[src/rtl/pipe_skid_stage.sv]
// Pipeline stage register with valid/ready handshake and a 1-entry skid buffer.
// The upstream ready is registered, so a stall moves back one stage per cycle.
// Two flush classes (predicted-taken, EX mispredict) empty the stage; saturating
// counters track stall cycles and each flush class for performance debug.
//
// Ports:
//   clk_i, rst_i            clock (rising edge), asynchronous active-high reset
//   in_valid_i/in_data_i    upstream payload; in_ready_o is the registered accept
//   out_valid_o/out_data_o  downstream payload; out_ready_i=0 stalls the stage
//   flush_i, flush_ex_i     predicted-taken / EX-mispredict flush
//   stall_cnt_o             cycles with out_valid_o=1 and out_ready_i=0
//   flush_cnt_o             cycles with flush_i=1 and flush_ex_i=0
//   flush_ex_cnt_o          cycles with flush_ex_i=1
module pipe_skid_stage #(
    parameter int unsigned        DATA_W    = 64,
    parameter logic [DATA_W-1:0]  FLUSH_VAL = '0,
    parameter int unsigned        CNT_W     = 16
) (
    input  logic              clk_i,
    input  logic              rst_i,
    input  logic              in_valid_i,
    input  logic [DATA_W-1:0] in_data_i,
    output logic              in_ready_o,
    output logic              out_valid_o,
    output logic [DATA_W-1:0] out_data_o,
    input  logic              out_ready_i,
    input  logic              flush_i,
    input  logic              flush_ex_i,
    output logic [CNT_W-1:0]  stall_cnt_o,
    output logic [CNT_W-1:0]  flush_cnt_o,
    output logic [CNT_W-1:0]  flush_ex_cnt_o
);

    // Encoding is {skid_valid, out_valid}; 2'b10 is unreachable.
    typedef enum logic [1:0] {
        EMPTY = 2'b00,
        ONE   = 2'b01,
        FULL  = 2'b11
    } state_e;

    localparam logic [CNT_W-1:0] CNT_MAX = {CNT_W{1'b1}};

    state_e             state_q, state_d;
    logic [DATA_W-1:0]  main_q, main_d;
    logic [DATA_W-1:0]  skid_q, skid_d;
    logic               in_ready_q, in_ready_d;
    logic [CNT_W-1:0]   stall_cnt_q, stall_cnt_d;
    logic [CNT_W-1:0]   flush_cnt_q, flush_cnt_d;
    logic [CNT_W-1:0]   flush_ex_cnt_q, flush_ex_cnt_d;

    logic               out_valid;
    logic               accept;
    logic               drain;
    logic               flush_any;

    assign out_valid = state_q[0];
    assign accept    = in_valid_i & in_ready_q;
    assign drain     = out_valid & out_ready_i;
    assign flush_any = flush_i | flush_ex_i;

    // Next-state, payload movement and counter update.
    always_comb begin
        state_d        = state_q;
        main_d         = main_q;
        skid_d         = skid_q;
        stall_cnt_d    = stall_cnt_q;
        flush_cnt_d    = flush_cnt_q;
        flush_ex_cnt_d = flush_ex_cnt_q;

        case (state_q)
            EMPTY: begin
                if (accept) begin
                    state_d = ONE;
                    main_d  = in_data_i;
                end
            end
            ONE: begin
                if (accept && drain) begin
                    main_d = in_data_i;
                end else if (accept) begin
                    state_d = FULL;
                    skid_d  = in_data_i;
                end else if (drain) begin
                    state_d = EMPTY;
                end
            end
            FULL: begin
                // in_ready_q is low here, so only a drain can move data.
                if (drain) begin
                    state_d = ONE;
                    main_d  = skid_q;
                end
            end
            default: state_d = EMPTY;
        endcase

        // Flush wins over everything; a same-cycle accept is dropped.
        if (flush_any) begin
            state_d = EMPTY;
        end

        in_ready_d = (state_d != FULL);

        if (out_valid && !out_ready_i && stall_cnt_q != CNT_MAX) begin
            stall_cnt_d = stall_cnt_q + CNT_W'(1);
        end
        if (flush_i && !flush_ex_i && flush_cnt_q != CNT_MAX) begin
            flush_cnt_d = flush_cnt_q + CNT_W'(1);
        end
        if (flush_ex_i && flush_ex_cnt_q != CNT_MAX) begin
            flush_ex_cnt_d = flush_ex_cnt_q + CNT_W'(1);
        end
    end

    // State and payload registers.
    always_ff @(posedge clk_i or posedge rst_i) begin
        if (rst_i) begin
            state_q        <= EMPTY;
            main_q         <= FLUSH_VAL;
            skid_q         <= FLUSH_VAL;
            in_ready_q     <= 1'b1;
            stall_cnt_q    <= '0;
            flush_cnt_q    <= '0;
            flush_ex_cnt_q <= '0;
        end else begin
            state_q        <= state_d;
            main_q         <= main_d;
            skid_q         <= skid_d;
            in_ready_q     <= in_ready_d;
            stall_cnt_q    <= stall_cnt_d;
            flush_cnt_q    <= flush_cnt_d;
            flush_ex_cnt_q <= flush_ex_cnt_d;
        end
    end

    assign in_ready_o     = in_ready_q;
    assign out_valid_o    = out_valid;
    // Bubbles always show the NOP encoding, never a stale payload.
    assign out_data_o     = out_valid ? main_q : FLUSH_VAL;
    assign stall_cnt_o    = stall_cnt_q;
    assign flush_cnt_o    = flush_cnt_q;
    assign flush_ex_cnt_o = flush_ex_cnt_q;

endmodule
[config.mk]
export PLATFORM = sky130hd
export DESIGN_NAME = pipe_skid_stage
export DESIGN_NICKNAME = d
export VERILOG_FILES = /design/src/rtl/pipe_skid_stage.sv
export SDC_FILE = /design/constraint.sdc
export NUM_CORES = 1
export LEC_CHECK = 0
export CAP_MARGIN = 20
export CORE_UTILIZATION = 51
export CTS_CLUSTER_SIZE = 30
export DETAILED_ROUTE_END_ITERATION = 8
export PLACE_DENSITY = 0.9
export SETUP_SLACK_MARGIN = 0.2
export SLEW_MARGIN = 20
export SYNTH_ARGS = -nofsm -noshare
export SYNTH_HDL_FRONTEND = slang
export SYNTH_SLANG_ARGS = --single-unit
export TNS_END_PERCENT = 1
[constraint.sdc]
create_clock -name clk_i -period 6.1 [get_ports clk_i]
set_clock_uncertainty 0.2 [all_clocks]
set_input_delay 0.61 -clock clk_i [delete_from_list [all_inputs] [get_ports clk_i]]
set_output_delay 0.61 -clock clk_i [all_outputs]
set_load 0.02 [all_outputs]
# Word-level counts from Yosys, hierarchy flattened
# Index checks and enable logic that the tools add are counted.
classes:
  addsub: 3
  n_mul: 0
  n_div: 0
  n_lt_le_gt_ge: 0
  eq_ne: 9
  n_shift: 0
  muxes: 12
  bitwise: 4
  n_reduce_logical: 12
op_table:
  columns: ["cell", "count"]
  rows:
  - ["2-to-1 mux 64 bit", 4]
  - ["one-hot mux 64 bit (3 select lines)", 1]
  - ["adder 16 x 1 -> 16 bit (second input constant)", 3]
  - ["!= test 16 bit (second input constant)", 3]
  - ["2-to-1 mux 2 bit", 6]
  - ["!= test 2 bit (second input constant)", 4]
  - ["logical AND 1 bit", 6]
  - ["one-hot mux 2 bit (3 select lines)", 1]
  - ["AND reduction 4 bit", 1]
  - ["AND reduction 3 bit", 1]
  - ["nonzero test 3 bit", 1]
  - ["bitwise AND 1 bit", 2]
  - ["== test 2 x 1 -> 1 bit (second input constant)", 1]
  - ["== test 2 bit (second input constant)", 1]
  - ["zero test 1 bit", 2]
  - ["zero test 2 bit", 1]
  - ["inverter 1 bit", 1]
  - ["bitwise OR 1 bit", 1]
word_totals:
  ff_bits: 179
  latch_bits: 0
  ram_bits: 0
  mem_bits_ro: 0
  inputBits: 70
  out_inout_bits: 114
  wordCells: 47
  n_memories: 0

# Depth between registers and ports, before layout
depth:
  ltp_word: 7
  mapped_depth: 7
  ltp_nobuf: 5

# Worst setup path after synthesis
# Ideal clock, no wire load.
synth_path:
  path_kind: "reg-to-reg"
  startpoint: "register flush_ex_cnt_q[0], in the netlist flush_ex_cnt_o[0]"
  endpoint: "register flush_ex_cnt_q[1], in the netlist flush_ex_cnt_o[1]"
  setup_time_ns: 0.125
  arrival_time_ns: 1.729
  t_required_ns: 5.775
  slack_ns: 4.046
  path_stages_with_launch: 6
  n_path_buf: 0
  synth_period_minus_slack_ns: 2.054
  cell_sequence: "dfrtp_1 -> ha_1 -> nand4_1 -> nor4_2 -> nand2b_1 -> mux2_2"
synth_via:
  elab_chain_len: 2
  elab_cells_between_ends: 3
  cone_classes: "1 x add/sub; 1 x eq/ne; 1 x reduce/logical"
synth_rtl:
  columns: ["item", "line_no", "source"]
  rows:
  - ["from (decl)", "49", "logic [CNT_W-1:0] flush_ex_cnt_q, flush_ex_cnt_d;"]
  - ["from (signal assigned)", "132", "flush_ex_cnt_q <= flush_ex_cnt_d;"]
  - ["parallel branches: the longest is 2 deep, another holds adder 16 x 1 -> 16 bit", null, null]
# Several ways; the timed one is not identified.
# A chain may end at the register's enable or synchronous reset.

# Worst setup path in the final report
layout_path:
  startpoint: "register state_q[0]"
  endpoint: "register skid_q[29]"
layout_via:
  elab_chain_len: 4
  elab_cells_between_ends: 5
  cone_classes: "1 x eq/ne; 2 x bitwise; 2 x reduce/logical"
layout_rtl:
  columns: ["item", "line_no", "source"]
  rows:
  - ["from (decl)", "43", "state_e state_q, state_d;"]
  - ["from (signal assigned)", "126", "state_q <= state_d;"]
  - ["bitwise AND 1 bit", "58", "assign drain = out_valid & out_ready_i;"]
  - ["logical AND 1 bit", "78", "if (accept && drain) begin"]
  - ["inverter 1 bit (no source line)", null, null]
  - ["AND reduction 3 bit (no source line) (*)", null, null]
  - ["to (signal assigned)", "128", "skid_q <= skid_d;"]
  - ["to (decl)", "45", "logic [DATA_W-1:0] skid_q, skid_d;"]
# Every way passes the cells marked *; elsewhere a longest branch is shown, timed or not.

==> out/results.txt <==
Chip Width: 129.0 um
Post-Syn Area: 0.008224 mm2
Hold wc startpoint: skid_q[31]
Seq/Total Area, Yosys: 0.5448
Wire per inst: 15.84 um
Crit path from: state_q[0]
Resized cells post-CTS: 0
Area Overhead vs Synth: 31.20%
Reg power frac: 0.482
Synth cell types: 40
MaxCap Viol Count: 0
Clock slew at reported path FFs: 60 ps
FMAX: 0.2816 GHz
Vias in the first global route: 5,900
Fin. Hold Viols: 0
Status: finished, final reports clean
Worst min-delay path class: register to register
Internal: 2.309 mW
Syn avg cell area: 11.34 um2
Routed vias: 6,012
Cell Chain, Critical Path: nand2_1 -> nor2_4 -> buf_4 -> mux2_2
Crit path max-delay cell type: dfrtp_2
# rows: 46
CP Launch Type: register
Crit end category: register
Post-CTS setup repair buffer count: 0
Grt ovf: 0
Footprint of the multi-input gates: 0.003570 mm2
Root Buffer: clkbuf_16
Mapped Nets: 798
1st-pass router iterations: 4
Vias per cell: 5.349
TritonCTS clock tree: built
CP Class: register to register
Clock buffer depth: 2
Critical path arrival: 3660 ps
RSZ-0062 raised after global routing: no
CTS Sinks: 179
CP max stage delay: 1000 ps
Fillers: 1,163
Syn. warnings: 0
Nets: 969
Share of cells above drive strength 1: 0.1322
Die area: 0.01664 mm2
Detail Placement HPWL: 11,680 um
Clock Latency Late Sink: 430 ps
Number of antenna violations at the first check in global routing: 0
First-pass GRT wire length: 29,050 um
Max VDD drop: 287.7 uV
Final max-slew violation count: 0
Psw: 0.9178 mW
Number of DRC markers in iteration 0: 281
Fin util: 0.6817
GPL Wtd Cong: 0.8655
FF-to-FF Start: state_q[0]
GRT Util Overall: 0.2261
H-tree levels: 4
Yosys reg bits: 179
WP buf/inv: 1
Num CTS Buffers: 17
Starting Density: 0.5196
Logic pwr share: 0.193
Post-route ant nets: 0
Power Density: 299.1 mW/mm2
Core footprint: 0.01583 mm2
Pin count of the biggest net entering global routing: 99
CP Data Required Time: 6210 ps
IO buf count: 183
Sw Share: 0.2844
Routed WL: 17,810 um
Die Ht: 129.0 um
LEAKAGE: 4.979 nW
Final period utilization: 0.5821
Mapped Cells: 725
I/O pins: 184
Total power: 3.227 mW
Family with the most delay on the worst path: simple AND/OR/NAND/NOR gates
Clock network power share: 0.324
Antenna cells: 0
Least-Margin Pin Slew: 1119 ps
Sequential cell area: 0.004482 mm2
DRC Markers: 0
Worst-path fanout max: 69
Hold-fix buffers, CTS: 0
Clock period minus worst slack: 3551 ps
Setup Total Neg Slack: 0 ps
Slew margin rel.: 0.2539
Setup violators final: 0
cell type report:
class                   instances  area share
inverters                       7    0.002899
flip-flops and latches        179      0.4154
multi-input cells             502      0.3308
clock buffers                  19     0.04198
clock inverters                12    0.009972
repair buffers                189      0.1739
well taps                     216     0.02505
power groups by stage:
stage               Combinational, mW  Clock (mW)  Sequential (mW)
floorplan                       0.314           0             1.60
global placement                0.604           0             1.56
detailed placement              0.625           0             1.57
CTS                             0.633        1.06             1.56
global route                    0.680        1.12             1.59
finish                          0.624        1.05             1.56
flip-flops by register name (all words and copies together) (netlist names):
register        cells
flush_ex_cnt_o     16
flush_cnt_o        16
in_ready_o          1
main_q             64
stall_cnt_o        16
state_q             2
skid_q             64
worst paths after layout:
check	end	slack, ps	cells after the start
worst max-delay path	skid_q[29]	2550	4
worst min-delay path	skid_q[31]	300	1
worst max register to register	skid_q[29]	2550	4
worst min register to register	skid_q[31]	300	1
max in group asynchronous	main_q[13]	3970	3
min in group asynchronous	flush_cnt_o[3]	450	2
cells in the final DEF, fill, tap and decap left out, types with 4 or more instances in the layout:
| cell type | n |
|---|---|
| nand2_1 | 20 |
| a21oi_1 | 69 |
| and3_1 | 4 |
| clkinv_2 | 4 |
| xor2_1 | 25 |
| clkdlybuf4s50_1 | 183 |
| nor2_1 | 81 |
| mux2_2 | 70 |
| mux2i_1 | 65 |
| nand3_1 | 14 |
| inv_1 | 6 |
| and4_1 | 4 |
| nor3_1 | 13 |
| clkbuf_16 | 17 |
| nor4_1 | 13 |
| xnor2_1 | 10 |
| nand4_1 | 12 |
| dfrtp_1 | 177 |
| and2_1 | 66 |
| buf_4 | 6 |
| o21ai_0 | 4 |
Yosys cell counts, drive strengths merged:
cell type | count | area [um2]
mux2i | 65 | 650.6
nand2b | 3 | 18.77
xnor2 | 10 | 87.58
a41oi | 1 | 8.760
nand3b | 1 | 7.510
a211oi | 1 | 7.510
nor4bb | 2 | 20.02
and2 | 66 | 412.9
clkbuf | 11 | 41.29
or4 | 1 | 7.510
nand3 | 14 | 70.07
and3 | 4 | 25.02
buf | 26 | 130.1
mux2 | 71 | 803.3
nand4 | 14 | 108.9
ha | 3 | 37.54
a31oi | 2 | 12.51
dfrtp | 178 | 4454
nor2b | 2 | 12.51
o2111ai | 1 | 8.760
nand2 | 21 | 78.83
nor4 | 15 | 115.1
o21ai | 4 | 20.02
nor3b | 2 | 15.01
a21oi | 70 | 350.3
and4 | 4 | 35.03
inv | 7 | 26.28
nor4b | 2 | 17.52
nor3 | 13 | 65.06
dfstp | 1 | 26.28
o211ai | 1 | 7.510
or2 | 1 | 6.260
xor2 | 25 | 219.0
nor2 | 83 | 316.6
per-stage QoR:
step | cells | setup slack, ps | hold WS (ps) | instance area, um2
after global placement | 1093 | 2579 | 281.4 | 10230
after detailed placement | 1093 | 2464 | 294.5 | 10230
after floorplan | 725 | 433.0 | 280.0 | 8224
final | 1124 | 2549 | 304.6 | 10790
after global routing | 1124 | 2166 | 315.6 | 10790
after CTS | 1124 | 2424 | 309.0 | 10790
layer usage:
| metal | part of all wire | wire, um | vias up | global-route usage |
|---|---|---|---|---|
| met1 | 0.44 | 7840 | 2953 | 0.2875 |
| met5 | 0 | 0 | - | 0 |
| met3 | 0.070 | 1251 | 20 | 0.07193 |
| met4 | 0.016 | 289 | 0 | 0.08028 |
| met2 | 0.47 | 8424 | 175 | 0.3647 |
| li1 | - | - | 2864 | - |
cells by family (layout without fill, tap and decap cells):
family,Yosys count,after routing,synth area share
buffers and inverters,44,227,0.02404
xor gates and xnor gates,35,35,0.03727
DFF,179,179,0.5448
AOI/OAI and AO/OA,80,80,0.05051
and+or+nand+nor,248,248,0.1620
muxes,136,136,0.1768
adders and majority gates,3,3,0.004565
(Power assumes the default switching activity.)
